==> config.mk <==
export PLATFORM = sky130hd
export DESIGN_NAME = poli_apb_requester
export DESIGN_NICKNAME = d
export VERILOG_FILES = /design/src/rtl/poli_apb_requester_pkg.sv /design/src/rtl/poli_addr_decode.sv /design/src/rtl/poli_apb_requester.sv
export SDC_FILE = /design/constraint.sdc
export NUM_CORES = 1
export LEC_CHECK = 0
export ABC_AREA = 1
export CORE_AREA = 10 10 129 108
export DETAILED_ROUTE_END_ITERATION = 16
export DIE_AREA = 0 0 139 118
export PLACE_DENSITY = 0.89
export SLEW_MARGIN = 20
export SYNTH_ARGS = -nofsm -noshare
export SYNTH_HDL_FRONTEND = slang
export SYNTH_SLANG_ARGS = --single-unit
==> constraint.sdc <==
create_clock -name clk -period 6.6 [get_ports clk]
set_clock_uncertainty 0.1 [all_clocks]
set_input_delay 1.32 -clock clk [delete_from_list [all_inputs] [get_ports clk]]
set_output_delay 1.32 -clock clk [all_outputs]
set_load 0.02 [all_outputs]
==> src/rtl/poli_apb_requester_pkg.sv <==
// Shared POLI types: register map, register selector, requester FSM states.
package poli_apb_requester_pkg;

  // POLI register window, one 32-bit register per word.
  localparam logic [31:0] BASE_ADDR            = 32'h8003_0000;
  localparam logic [31:0] NAND_NOR_CTRL_ADDR   = BASE_ADDR + 32'h00;
  localparam logic [31:0] NAND_NOR_INPUT_ADDR  = BASE_ADDR + 32'h04;
  localparam logic [31:0] NAND_NOR_OUTPUT_ADDR = BASE_ADDR + 32'h08;
  localparam logic [31:0] XOR_BUF_CTRL_ADDR    = BASE_ADDR + 32'h0C;
  localparam logic [31:0] XOR_BUF_INPUT_ADDR   = BASE_ADDR + 32'h10;
  localparam logic [31:0] XOR_BUF_OUTPUT_ADDR  = BASE_ADDR + 32'h14;
  localparam logic [31:0] CRC_CTRL_ADDR        = BASE_ADDR + 32'h18;
  localparam logic [31:0] CRC_DATA_ADDR        = BASE_ADDR + 32'h1C;
  localparam logic [31:0] CRC_STATUS_ADDR      = BASE_ADDR + 32'h20;
  localparam logic [31:0] CRC_POLY_ADDR        = BASE_ADDR + 32'h24;
  localparam logic [31:0] CRC_OUTPUT_ADDR      = BASE_ADDR + 32'h28;
  localparam logic [31:0] POLI_LAST_ADDR       = CRC_OUTPUT_ADDR;

  typedef enum logic [3:0] {
    NAND_NOR_CTRL   = 4'd0,
    NAND_NOR_INPUT  = 4'd1,
    NAND_NOR_OUTPUT = 4'd2,
    XOR_BUF_CTRL    = 4'd3,
    XOR_BUF_INPUT   = 4'd4,
    XOR_BUF_OUTPUT  = 4'd5,
    CRC_CTRL        = 4'd6,
    CRC_DATA        = 4'd7,
    CRC_STATUS      = 4'd8,
    CRC_POLY        = 4'd9,
    CRC_OUTPUT      = 4'd10,
    BAD_ADDR        = 4'd15
  } regsel_t;

  typedef enum logic [2:0] {
    IDLE   = 3'd0,
    REJECT = 3'd1,
    SETUP  = 3'd2,
    ACCESS = 3'd3,
    RESP   = 3'd4
  } poli_apb_state_t;

  // Result and status registers cannot be written by the bus.
  function automatic logic is_read_only(input regsel_t sel);
    logic ro;
    case (sel)
      NAND_NOR_OUTPUT,
      XOR_BUF_OUTPUT,
      CRC_STATUS,
      CRC_OUTPUT: ro = 1'b1;
      default:    ro = 1'b0;
    endcase
    return ro;
  endfunction

endpackage

==> src/rtl/poli_addr_decode.sv <==
// Byte address to POLI register selector; misaligned or unmapped -> BAD_ADDR.
module poli_addr_decode
  import poli_apb_requester_pkg::*;
(
  input  logic [31:0] addr,
  output regsel_t     regsel
);

  // Exact-match decode; every mapped address is word aligned, so any
  // nonzero addr[1:0] falls through to BAD_ADDR as well.
  always_comb begin
    regsel = BAD_ADDR;
    if (addr[1:0] == 2'b00) begin
      case (addr)
        NAND_NOR_CTRL_ADDR:   regsel = NAND_NOR_CTRL;
        NAND_NOR_INPUT_ADDR:  regsel = NAND_NOR_INPUT;
        NAND_NOR_OUTPUT_ADDR: regsel = NAND_NOR_OUTPUT;
        XOR_BUF_CTRL_ADDR:    regsel = XOR_BUF_CTRL;
        XOR_BUF_INPUT_ADDR:   regsel = XOR_BUF_INPUT;
        XOR_BUF_OUTPUT_ADDR:  regsel = XOR_BUF_OUTPUT;
        CRC_CTRL_ADDR:        regsel = CRC_CTRL;
        CRC_DATA_ADDR:        regsel = CRC_DATA;
        CRC_STATUS_ADDR:      regsel = CRC_STATUS;
        CRC_POLY_ADDR:        regsel = CRC_POLY;
        CRC_OUTPUT_ADDR:      regsel = CRC_OUTPUT;
        default:              regsel = BAD_ADDR;
      endcase
    end
  end

endmodule

==> src/rtl/poli_apb_requester.sv <==
// APB3 initiator: valid/ready command port -> single SETUP/ACCESS transfer,
// with wait-state timeout and local rejection of illegal addresses.
module poli_apb_requester
  import poli_apb_requester_pkg::*;
#(
  parameter int unsigned TIMEOUT_CYCLES = 16
) (
  input  logic        clk,
  input  logic        rst,
  input  logic        req_valid,
  output logic        req_ready,
  input  logic        req_write,
  input  logic [31:0] req_addr,
  input  logic [31:0] req_wdata,
  output logic        rsp_valid,
  output logic [31:0] rsp_rdata,
  output logic        rsp_err,
  output logic        rsp_timeout,
  output logic        psel,
  output logic        penable,
  output logic        pwrite,
  output logic [31:0] paddr,
  output logic [31:0] pwdata,
  input  logic [31:0] prdata,
  input  logic        pready,
  input  logic        pslverr
);

  localparam bit TIMEOUT_EN = (TIMEOUT_CYCLES > 0);
  localparam int CNT_W      = TIMEOUT_EN ? $clog2(TIMEOUT_CYCLES + 1) : 1;
  localparam logic [CNT_W-1:0] CNT_LIMIT =
      TIMEOUT_EN ? CNT_W'(TIMEOUT_CYCLES - 1) : '0;

  poli_apb_state_t state_q, state_d;
  logic             write_q, write_d;
  logic [31:0]      addr_q, addr_d;
  logic [31:0]      wdata_q, wdata_d;
  logic [CNT_W-1:0] cnt_q, cnt_d;
  logic [31:0]      rsp_rdata_q, rsp_rdata_d;
  logic             rsp_err_q, rsp_err_d;
  logic             rsp_timeout_q, rsp_timeout_d;

  regsel_t req_sel;
  logic    req_reject;
  logic    wait_limit;

  poli_addr_decode u_addr_decode (
    .addr   (req_addr),
    .regsel (req_sel)
  );

  assign req_reject = (req_sel == BAD_ADDR) || (req_write && is_read_only(req_sel));
  // Last permitted wait cycle; never true when the timeout is disabled.
  assign wait_limit = TIMEOUT_EN && (cnt_q == CNT_LIMIT);

  // Next-state, datapath next values and state-decoded outputs.
  always_comb begin
    state_d       = state_q;
    write_d       = write_q;
    addr_d        = addr_q;
    wdata_d       = wdata_q;
    cnt_d         = cnt_q;
    rsp_rdata_d   = rsp_rdata_q;
    rsp_err_d     = rsp_err_q;
    rsp_timeout_d = rsp_timeout_q;
    req_ready     = 1'b0;
    rsp_valid     = 1'b0;
    psel          = 1'b0;
    penable       = 1'b0;

    case (state_q)
      IDLE: begin
        req_ready = 1'b1;
        if (req_valid) begin
          write_d = req_write;
          addr_d  = req_addr;
          wdata_d = req_wdata;
          if (req_reject) begin
            // Response fields must already be valid in the REJECT cycle.
            rsp_rdata_d   = '0;
            rsp_err_d     = 1'b1;
            rsp_timeout_d = 1'b0;
            state_d       = REJECT;
          end else begin
            state_d = SETUP;
          end
        end
      end
      REJECT: begin
        rsp_valid = 1'b1;
        state_d   = IDLE;
      end
      SETUP: begin
        psel    = 1'b1;
        cnt_d   = '0;
        state_d = ACCESS;
      end
      ACCESS: begin
        psel    = 1'b1;
        penable = 1'b1;
        if (pready) begin
          // pready wins over the timeout on the limit cycle.
          rsp_rdata_d   = (!write_q && !pslverr) ? prdata : '0;
          rsp_err_d     = pslverr;
          rsp_timeout_d = 1'b0;
          state_d       = RESP;
        end else if (wait_limit) begin
          rsp_rdata_d   = '0;
          rsp_err_d     = 1'b1;
          rsp_timeout_d = 1'b1;
          state_d       = RESP;
        end else if (TIMEOUT_EN) begin
          cnt_d = cnt_q + 1'b1;
        end
      end
      RESP: begin
        rsp_valid = 1'b1;
        state_d   = IDLE;
      end
      default: state_d = IDLE;
    endcase
  end

  // Bus signals only carry the latched command while the slave is selected.
  always_comb begin
    pwrite = psel & write_q;
    paddr  = psel ? addr_q  : '0;
    pwdata = psel ? wdata_q : '0;
  end

  assign rsp_rdata   = rsp_rdata_q;
  assign rsp_err     = rsp_err_q;
  assign rsp_timeout = rsp_timeout_q;

  // FSM state register.
  always_ff @(posedge clk or posedge rst) begin
    if (rst) begin
      state_q <= IDLE;
    end else begin
      state_q <= state_d;
    end
  end

  // Command latches, wait counter and held response fields.
  always_ff @(posedge clk or posedge rst) begin
    if (rst) begin
      write_q       <= 1'b0;
      addr_q        <= '0;
      wdata_q       <= '0;
      cnt_q         <= '0;
      rsp_rdata_q   <= '0;
      rsp_err_q     <= 1'b0;
      rsp_timeout_q <= 1'b0;
    end else begin
      write_q       <= write_d;
      addr_q        <= addr_d;
      wdata_q       <= wdata_d;
      cnt_q         <= cnt_d;
      rsp_rdata_q   <= rsp_rdata_d;
      rsp_err_q     <= rsp_err_d;
      rsp_timeout_q <= rsp_timeout_d;
    end
  end

endmodule
# ---- Yosys cells after proc, flatten, opt, wreduce, memory -nomap -nowiden
# Cells that the tools add are included.
dict set report word_totals {
  reg_bits 107
  inputBits 102
  out_inout_bits 103
  word_cells 84
}
dict set report classes {
  n_addsub 1
  eq_ne 26
  mux 32
  n_bitwise 1
  n_reduce_logical 16
}
# op count
set ops {}
lappend ops {{$eq 32x32->1 const B} 11}
lappend ops {{$mux 32} 7}
lappend ops {{$pmux 32 s2} 1}
lappend ops {{$pmux 4 s11} 1}
lappend ops {{$eq 4x4->1 const B} 3}
lappend ops {{$mux 1} 12}
lappend ops {{$mux 5} 2}
lappend ops {{$pmux 5 s2} 1}
lappend ops {{$mux 3} 3}
lappend ops {{$pmux 3 s3} 1}
lappend ops {{$ne 2x2->1 const B} 4}
lappend ops {{$eq 3x2->1 const B} 2}
lappend ops {{$add 5x1->5 const B} 1}
lappend ops {{$eq 5x4->1 const B} 1}
lappend ops {{$eq 4x2->1 const B} 1}
lappend ops {{$eq 4x3->1 const B} 1}
lappend ops {{$mux 4} 1}
lappend ops {{$pmux 1 s2} 2}
lappend ops {{$reduce_and 2->1} 2}
lappend ops {{$reduce_and 4->1} 1}
lappend ops {{$reduce_bool 2->1} 2}
lappend ops {{$reduce_or 2->1} 2}
lappend ops {{$reduce_or 4->1} 1}
lappend ops {{$eq 3x1->1 const B} 1}
lappend ops {{other kinds (10)} 12}

# ---- Longest topological paths before layout
# Gate-level depths: netlist of the first run.
dict set report logic_depth {
  word_depth 11
  depth_mapped 14
  mapped_depth_nobuf 13
}

# ---- By module
# A second synthesis of the first run with hierarchy kept.
dict set report unflattened {
  hier_cells 690
  hier_area_um2 5243.8
}
# mod n_inst cells_per_inst area_each_um2 seq_area_each_um2
set modules_own_cells {}
lappend modules_own_cells {poli_apb_requester 1 567 4684.5 2677.6}
lappend modules_own_cells {poli_addr_decode 1 123 559.3 0.0}

# ---- Worst setup path before layout of the first run
# No wires, ideal clock.
dict set report synth_timing {
  path_type {flip-flop to output port}
  from {reg state_q[2]}
  to {out paddr[12]}
  t_arrival_ps 1479
  required_ps 5180
  setup_slack_ps 3701
  stages_incl_launch_ff 6
  cell_sequence {dfrtp_1 nor2_2 inv_2 clkbuf_1 clkbuf_1 nor2_1}
}
dict set report synth_via {
  elab_chain_cells 4
}
# item line
set synth_lines {}
lappend synth_lines {{start, declared} poli_apb_requester.sv:34} ;# poli_apb_state_t state_q, state_d;
lappend synth_lines {{start signal, assigned} poli_apb_requester.sv:140} ;# state_q <= state_d;
lappend synth_lines {{$eq 3x2->1} poli_apb_requester.sv:71} ;# case (state_q)
lappend synth_lines {{$reduce_or 2->1 (no line) *} -}
lappend synth_lines {{$mux 1 *} poli_apb_requester.sv:71}
lappend synth_lines {{net psel} poli_apb_requester.sv:19} ;# output logic psel,
lappend synth_lines {{$mux 32 *} poli_apb_requester.sv:127} ;# paddr = psel ? addr_q : '0;
lappend synth_lines {{end, declared} poli_apb_requester.sv:22} ;# output logic [31:0] paddr,
# Mark *: on every way through the listed nets, which the timed path passes. The rest lies on a longest branch.

# ---- Final worst setup path of the first run
dict set report layout_timing {
  from {reg state_q[1]}
  to {out penable}
}
dict set report layout_via {
  elab_chain_cells 2
}
# item line
set layout_lines {}
lappend layout_lines {{$eq 3x2->1} poli_apb_requester.sv:71}
lappend layout_lines {{$mux 1} poli_apb_requester.sv:71}
lappend layout_lines {{end, declared} poli_apb_requester.sv:20} ;# output logic penable,
# Every way passes these cells.

==> run metrics, run 1 <==
largest net degree at the start of global routing 73; leakage 0.003737 uW; CTS clock-pin slew for the worst setup and hold paths 0.07 ns; GRT Total Usage 18.57%; Seq/Total Area, Yosys 50.23%; Root Buffer clkbuf_16; Setup crit end kind primary output; hold slack 0.3735 ns; # port buffers 204; post-CTS resize count 0; GP Congestion 0.8719; Final Max Slew Viols 0; Distinct cells, synth 25; DRC 0; PD cells 264.0 nW/um2; row cnt 35; average vias per placed instance 4.692; # setup viols final 0; fillcell total 914; Synth top cells by count 148 x nor2_1, 128 x nand2_1, 107 x dfrtp_1, 102 x inv_1, 64 x nand2_2; share of the clock period used by the worst path 58.28%; Syn Nets 796; drt first pass iters 4; sw power 705.3 uW; total internal power 1333 uW; IO Pins 205; sw frac 34.60%; Cells after DPL 1021; vias in the first global route 4881; CTS tree built; first-pass GRT wire length 25410 um; min Tclk post-route 3.846 ns; # diodes 0; Die H 118 um; non-filler cells, final 1037; Clk pwr share 25.1%; Iter 0 DRT Violations 277; post-synth top area share 50.23%; register bit total from synthesis 107; Cells after Synth 692; Routed Antenna Nets 0; Post-Syn Area 5330 um2; Flop pwr share 46.4%; Crit path required time 5.18 ns; CTS Buffer Depth 2; post-layout instance area 7721 um2; Worst-Skew Late Latency 0.34 ns; net count reported at finish 988; Total Wirelength 15410 um; most common cell in the netlist nor2_1; RSZ-0062 raised after global routing no; outcome finished clean; TNS Setup 0 ns; Final HPWL DP 12050 um; HP Class reg -> reg; Worst EP arrival 2.43 ns; syn_area_per_cell 7.702 um2; Worst setup startpoint state_q[1]; hold path cells 2; VDD IR max 0.1845 mV; gr ovfl total 0; crit path kind reg -> out; Hold Fails Final Rpt 0; top post-synthesis cells by area dfrtp_1 50%, nor2_1 10%, nand2_1 9.0%, nand2_2 7.5%, inv_1 7.2%; Slew @ Worst Pin 0.7135 ns; yosys synthesis warning count 0; clock sink count 107; Core ar. 11300 um2; depth of the most critical reg-to-reg path 11; Post-synth EDFFs 0; area of the die 16400 um2; Hold-fix buffers, CTS 0; Initial Util 47.18%; Synth Flop Type dfrtp_1; Combinational Power Share 28.5%; share of cells above drive strength 1 11.92%; H-tree Lvls 3; leading area contributor after synthesis dfrtp_1; RR Startpoint state_q[1]; CP Max Fanout 35; die width 139 um; min-delay src rsp_rdata[28]; crit path launch type flop; # Max-Cap Violations 0; Peak Freq 0.2600 GHz; placed inst area 7436 um2; Worst slew margin 52.43%; postcts setup bufs 0; area growth from synthesis to layout 44.86%; Via Count 4866; asr flop ratio synth 100.0%; CTS buffer count 9; initial antenna violation count 0; Avg WL per Cell 14.86 um
## flip-flops by register name, indices dropped and copies added (netlist names)
signal,flops
write_q,1
state_q,3
wdata_q,32
cnt_q,5
rsp_err,1
rsp_timeout,1
rsp_rdata,32
addr_q,32
## path summary, 6_finish.rpt
check	end	slack, ns
min	rsp_rdata[28]	0.37
min reg2reg	rsp_rdata[28]	0.37
max reg2reg	rsp_rdata[31]	3.89
max	penable	2.75
max in group asynchronous	addr_q[4]	3.94
min in group asynchronous	rsp_rdata[7]	1.30
## metrics by stage
stage | utilization, % | setup WS [ns] | total power, uW
floorplan | - | 2.363 | 1382
global placement | 65.81 | 3.148 | 1513
global route | 68.34 | 2.567 | 2189
finish | 68.34 | 2.754 | 2039
CTS | 68.34 | 2.727 | 2059
detailed placement | 65.81 | 3.104 | 1543
## placed cells by master (no fill, tap or decap), types with 9 or more instances in the layout
cell type and n:
a21oi_1 46, clkbuf_16 9, nand2_2 64, nand2_1 127, clkdlybuf4s50_1 204, dfrtp_1 107
inv_1 101, o21ai_0 32, nor2_1 147, nand3_1 10
## power by group through the flow
stage          Sequential [uW]  Combinational [uW]  Clock [uW]
5_1_grt                    970                 666         553
3_5_place_dp               960                 583           0
4_1_cts                    946                 589         524
3_3_place_gp               948                 565           0
6_report                   946                 581         512
2_1_floorplan              940                 442           0
## routing by layer
| metal | vias up | share of wire (%) | global-route usage [%] |
|---|---|---|---|
| li1 | 2446 | - | - |
| met1 | 2256 | 41 | 22.54 |
| met2 | 144 | 51 | 31.57 |
| met3 | 20 | 6.0 | 4.758 |
| met4 | 0 | 1.8 | 5.534 |
| met5 | - | 0 | 0 |
## cell type report
cell class,instances,area [um2],share of cell area (%)
Clock buffer,9,225.2,2.917
Clock inverter,7,60.06,0.7778
Inverter,107,404.1,5.234
Sequential cell,107,2678,34.68
Timing Repair Buffer,208,2072,26.84
Multi-Input combinational cell,451,2097,27.16
Tap cell,148,185.2,2.398
## critical path: stages, from the launching register on
cell,delay [ns]
dfrtp_1,0.37
inv_2,0.08
nor2_2,0.05
inv_2,0.42
buf_4,0.47
nor2_4,0.08
clkdlybuf4s50_1,0.57
## cell families (layout without fill, tap and decap cells)
group,count (synthesis),after routing,share of synthesized area (%)
compound gates,81,81,7.864
buf+inv,134,331,10.61
flops,107,107,50.23
simple gates,368,368,30.82
fa+ha+maj,2,2,0.4694
Power figures use the tool's default switching activity.
==> run 2, diff against run 1 <==
--- a/config.mk
+++ b/config.mk
@@ -6,10 +6,10 @@
 export NUM_CORES = 1
 export LEC_CHECK = 0
 export ABC_AREA = 1
-export CORE_AREA = 10 10 129 108
+export CORE_AREA = 10 10 135 112
 export DETAILED_ROUTE_END_ITERATION = 16
-export DIE_AREA = 0 0 139 118
-export PLACE_DENSITY = 0.89
+export DIE_AREA = 0 0 145 122
+export PLACE_DENSITY = 0.83
 export SLEW_MARGIN = 20
 export SYNTH_ARGS = -nofsm -noshare
 export SYNTH_HDL_FRONTEND = slang
==> constraint.sdc (replaced) <==
create_clock -name clk -period 3.7 [get_ports clk]
set_clock_uncertainty 0.1 [all_clocks]
set_input_delay 0.74 -clock clk [delete_from_list [all_inputs] [get_ports clk]]
set_output_delay 0.74 -clock clk [all_outputs]
set_load 0.02 [all_outputs]
==> run metrics, run 2 (same netlist as run 1, synthesis figures left out) <==
Worst-Skew Late Latency 0.35 ns (was 0.34 ns); Via Count 4797 (was 4866); TNS Setup 0 ns (unchanged); postcts setup bufs 0 (unchanged); first-pass GRT wire length 24270 um (was 25410 um); Worst EP arrival 2.28 ns (was 2.43 ns); post-CTS resize count 0 (unchanged); initial antenna violation count 0 (unchanged); drt first pass iters 4 (unchanged); Setup crit end kind primary output (unchanged); CTS Buffer Depth 2 (unchanged); M3 GR Usage 3.853% (was 4.758%); leakage 0.003775 uW (was 0.003737 uW); area growth from synthesis to layout 46.71% (was 44.86%); # Max-Cap Violations 0 (unchanged); GRT busiest layer met2 (unchanged); Crit path required time 2.86 ns (was 5.18 ns); crit path kind reg -> out (unchanged); Root Buffer clkbuf_16 (unchanged); Cells after DPL 1049 (was 1021); sw frac 33.26% (was 34.60%); most common cell after layout, fill and taps aside clkdlybuf4s50_1 (unchanged); total internal power 2474 uW (was 1333 uW); HP Class reg -> reg (unchanged); largest net degree at the start of global routing 73 (unchanged); die width 145 um (was 139 um); Iter 0 DRT Violations 228 (was 277); Hold Fails Final Rpt 0 (unchanged); Final Max Slew Viols 0 (unchanged); hold path cells 2 (unchanged); Clk pwr share 27.6% (was 25.1%); # setup viols final 0 (unchanged); CTS clock-pin slew for the worst setup and hold paths 0.08 ns (was 0.07 ns); fillcell total 1083 (was 914); CTS tree built (unchanged); crit path launch type flop (unchanged); PD cells 474.0 nW/um2 (was 264.0 nW/um2); min Tclk post-route 3.125 ns; min-delay src rsp_rdata[31] (was rsp_rdata[28]); CP Max Fanout 35 (unchanged); clock sink count 107 (unchanged); # port buffers 204 (unchanged); depth of the most critical reg-to-reg path 10 (was 11); row cnt 37 (was 35); GRT Total Usage 16.79% (was 18.57%); most frequent cells in the layout 204 x clkdlybuf4s50_1, 147 x nor2_1, 127 x nand2_1 (unchanged); GR Util met1 21.37% (was 22.54%); VDD IR max 0.3002 mV (was 0.1845 mV); RSZ-0062 raised after global routing no (unchanged); IO Pins 205 (unchanged); # diodes 0 (unchanged); pre-CTS setup slack 0.8315 ns (was 3.104 ns); Routed Antenna Nets 0 (unchanged); Die H 122 um (was 118 um); final setup margin 0.5751 ns (was 2.754 ns); met2 Use GR 28.06% (was 31.57%); H-tree Lvls 3 (unchanged); Worst slew margin 53.85% (was 52.43%); share of cells above drive strength 1 12.02% (was 11.92%); outcome finished clean (unchanged); Flop pwr share 45.4% (was 46.4%); Worst setup startpoint state_q[2] (was state_q[1]); sw power 1233 uW (was 705.3 uW); vias in the first global route 4617 (was 4881); Power, Total 3707 uW (was 2039 uW); gr ovfl total 0 (unchanged); net count reported at finish 989 (was 988); GP Congestion 0.8956 (was 0.8719); DRC 0 (unchanged); RR Startpoint state_q[1] (unchanged); Core ar. 12550 um2 (was 11300 um2); Total Wirelength 15260 um (was 15410 um); average vias per placed instance 4.504 (was 4.692); share of the clock period used by the worst path 84.46%; Avg WL per Cell 14.33 um (was 14.86 um); Peak Freq 0.3200 GHz; Slew @ Worst Pin 0.6922 ns (was 0.7135 ns); CTS buffer count 9 (unchanged); non-filler cells, final 1065 (was 1037); area of the die 17690 um2 (was 16400 um2); Final HPWL DP 11670 um (was 12050 um); Initial Util 42.49% (was 47.18%); Hold-fix buffers, CTS 0 (unchanged); Combinational Power Share 27.0% (was 28.5%)
## run 2: layout make-up
class                   count  area [um2]  area share, %
well taps                 175       219.0          2.800
inverters                 107       404.1          5.168
clock buffers              10       239.0          3.056
repair buffers            209        2105          26.91
clock inverters             6       78.83          1.008
flip-flops and latches    107        2678          34.24
multi-input cells         451        2097          26.82
## run 2: power groups by stage
| stage | clock network (uW) | logic [uW] | registers (uW) |
|---|---|---|---|
| after floorplan | 0 | 788 | 1680 |
| after global placement | 0 | 977 | 1690 |
| after detailed placement | 0 | 1010 | 1710 |
| after CTS | 1050 | 1020 | 1680 |
| after global routing | 1090 | 1150 | 1720 |
| final | 1020 | 1000 | 1680 |
## run 2: path summary, 6_finish.rpt
| check | slack [ns] | end |
|---|---|---|
| hold / removal | 0.37 | rsp_rdata[31] |
| min in group asynchronous | 0.75 | rsp_rdata[1] |
| max in group asynchronous | 1.99 | addr_q[6] |
| setup / recovery | 0.58 | paddr[4] |
| hold reg to reg | 0.37 | rsp_rdata[31] |
| setup reg to reg | 1.40 | rsp_rdata[12] |
## run 2: stage by stage
step	area [um2]	hold WS [ns]	util (%)
after floorplan	5330	0.3517	-
after global placement	7502	0.3611	59.80
after detailed placement	7502	0.3581	59.80
after CTS	7820	0.3768	62.33
after global routing	7820	0.3969	62.33
final	7820	0.3736	62.33
## run 2: worst max-delay path, cell delays in order (launching register included)
cell             delay [ns]
dfrtp_1                0.41
nor2_2                 0.19
inv_2                  0.28
buf_12                 0.28
nor2_1                 0.12
clkdlybuf4s50_1        0.64
## run 2: layer usage
metal	share of wire (%)	wire length (um)
met1	45	6831
met4	1.5	224
met5	0	0
met3	4.3	659
met2	49	7546
==> run 3, diff against run 2 <==
==> constraint.sdc (replaced) <==
create_clock -name clk -period 2.96 [get_ports clk]
set_clock_uncertainty 0.1 [all_clocks]
set_input_delay 0.592 -clock clk [delete_from_list [all_inputs] [get_ports clk]]
set_output_delay 0.592 -clock clk [all_outputs]
set_load 0.02 [all_outputs]
==> run metrics, run 3 (same netlist as run 1, synthesis figures left out) <==
Root Buffer clkbuf_16 (unchanged); hold slack 0.3734 ns (was 0.3736 ns); fillcell total 1097 (was 1083); Multi-input gate area 2097 um2 (unchanged); net count reported at finish 993 (was 989); # setup viols final 0 (unchanged); HP Class reg -> reg (unchanged); CP Max Fanout 32 (was 35); non-filler cells, final 1069 (was 1065); Clk pwr share 25.4% (was 27.6%); Peak Freq 0.3598 GHz; Core ar. 12550 um2 (unchanged); Worst slew margin 57.58% (was 53.85%); average vias per placed instance 4.491 (was 4.504); GR Util met1 21.26% (was 21.37%); Final HPWL DP 11600 um (was 11670 um); total internal power 2992 uW (was 2474 uW); Via Count 4801 (was 4797); Initial Util 42.49% (unchanged); CTS clock-pin slew for the worst setup and hold paths 0.07 ns (was 0.08 ns); leakage 0.003759 uW (was 0.003775 uW); RSZ-0062 raised after global routing no (unchanged); Hold Fails Final Rpt 0 (unchanged); Die H 122 um (unchanged); Hold-fix buffers, CTS 0 (unchanged); postcts setup bufs 0 (unchanged); Setup crit end kind primary output (unchanged); hold path cells 2 (unchanged); Hold EP rsp_rdata[29] (was rsp_rdata[31]); largest net degree at the start of global routing 108 (was 73); row cnt 37 (unchanged); PD cells 580.1 nW/um2 (was 474.0 nW/um2); gr ovfl total 0 (unchanged); min Tclk post-route 2.779 ns; IO Pins 205 (unchanged); Storage cell area 2678 um2 (unchanged); area growth from synthesis to layout 46.41% (was 46.71%); sw power 1535 uW (was 1233 uW); initial antenna violation count 0 (unchanged); Iter 0 DRT Violations 306 (was 228); VDD IR max 0.4470 mV (was 0.3002 mV); Flop pwr share 46.5% (was 45.4%); Final Max Slew Viols 0 (unchanged); M3 GR Usage 3.927% (was 3.853%); GRT busiest layer met2 (unchanged); first-pass GRT wire length 23980 um (was 24270 um); vias in the first global route 4478 (was 4617); area of the die 17690 um2 (unchanged); most frequent cells in the layout 204 x clkdlybuf4s50_1, 147 x nor2_1, 127 x nand2_1 (unchanged); met2 Use GR 27.89% (was 28.06%); pre-CTS setup slack 0.2488 ns (was 0.8315 ns); Total Wirelength 15160 um (was 15260 um); crit path kind reg -> out (unchanged); sw frac 33.90% (was 33.26%); CTS tree built (unchanged); crit path launch type flop (unchanged); H-tree Lvls 3 (unchanged); R2R Path End rsp_rdata[31] (was rsp_rdata[12]); Slew @ Worst Pin 0.6363 ns (was 0.6922 ns); Worst EP arrival 2.09 ns (was 2.28 ns); Routed Antenna Nets 0 (unchanged); R2R setup slack 0.80 ns (was 1.40 ns); drt first pass iters 4 (unchanged); RR Startpoint state_q[1] (unchanged); die width 145 um (unchanged); GRT Total Usage 16.62% (was 16.79%); Combinational Power Share 28.0% (was 27.0%); Crit path required time 2.27 ns (was 2.86 ns); Cells after DPL 1053 (was 1049); final setup margin 0.1808 ns (was 0.5751 ns); clock sink count 107 (unchanged); share of the clock period used by the worst path 93.89%; # diodes 0 (unchanged); # Max-Cap Violations 0 (unchanged); post-CTS resize count 0 (unchanged); TNS Setup 0 ns (unchanged); GP Congestion 0.8290 (was 0.8956); Worst-Skew Late Latency 0.34 ns (was 0.35 ns); DRC 0 (unchanged); most common cell after layout, fill and taps aside clkdlybuf4s50_1 (unchanged); Avg WL per Cell 14.18 um (was 14.33 um); # port buffers 204 (unchanged); outcome finished clean (unchanged); share of cells above drive strength 1 12.42% (was 12.02%); CTS Buffer Depth 2 (unchanged); depth of the most critical reg-to-reg path 11 (was 10); min-delay src rsp_rdata[29] (was rsp_rdata[31]); CTS buffer count 9 (unchanged)
[run 3: cell types whose count changed in the layout (fill, tap and decap cells not counted), sizes merged]
cell / delta
buf: +4
bufinv: -1
clkbuf: -1
clkinvlp: +3
inv: -1
[run 3: through the flow]
step                      cell area [um2]  power [uW]  utilization, %
after global placement               7521        3356           59.95
after CTS                            7804        4594           62.20
final                                7804        4527           62.20
after floorplan                      5334        3082               -
after global routing                 7804        4865           62.20
after detailed placement             7521        3421           59.95
[run 3: worst max path at each step]
stage                 start  slack [ns]            end  cells past startpoint
6_report         state_q[2]        0.18        penable                      5
4_1_cts          state_q[2]        0.16        penable                      5
5_1_grt          state_q[2]        0.05        penable                      5
3_3_place_gp   req_addr[14]        0.28  rsp_rdata[31]                     14
3_5_place_dp   req_addr[16]        0.25  rsp_rdata[12]                     12
2_1_floorplan    state_q[2]        0.79      paddr[12]                      5
[run 3: worst max-delay path, stage by stage, from the launching register on]
cell,delay (ns)
dfrtp_1,0.41
nor2_2,0.19
inv_2,0.05
buf_4,0.23
nor2_4,0.21
clkdlybuf4s50_1,0.64
[run 3: layout make-up]
type	count	share of cell area, %
clock buffer	9	2.886
clock inverter	7	0.7375
inverter	107	5.195
multi-input combinational	451	26.87
sequential	107	34.31
tap	175	2.806
timing repair buffer	213	27.19
[run 3: metal layers]
| metal | part of all wire, % | wire [um] | vias up |
|---|---|---|---|
| li1 | - | - | 2460 |
| met1 | 45 | 6788 | 2200 |
| met2 | 49 | 7487 | 134 |
| met3 | 5.0 | 758 | 7 |
| met4 | 0.84 | 128 | 0 |
| met5 | 0 | 0 | - |
[run 3: power groups by stage]
stage                     clock [uW]  sequential, uW  combinational [uW]
final                           1150            2110                1270
after global routing            1240            2160                1470
after CTS                       1190            2110                1290
after detailed placement           0            2140                1290
after global placement             0            2120                1240
after floorplan                    0            2100                 985
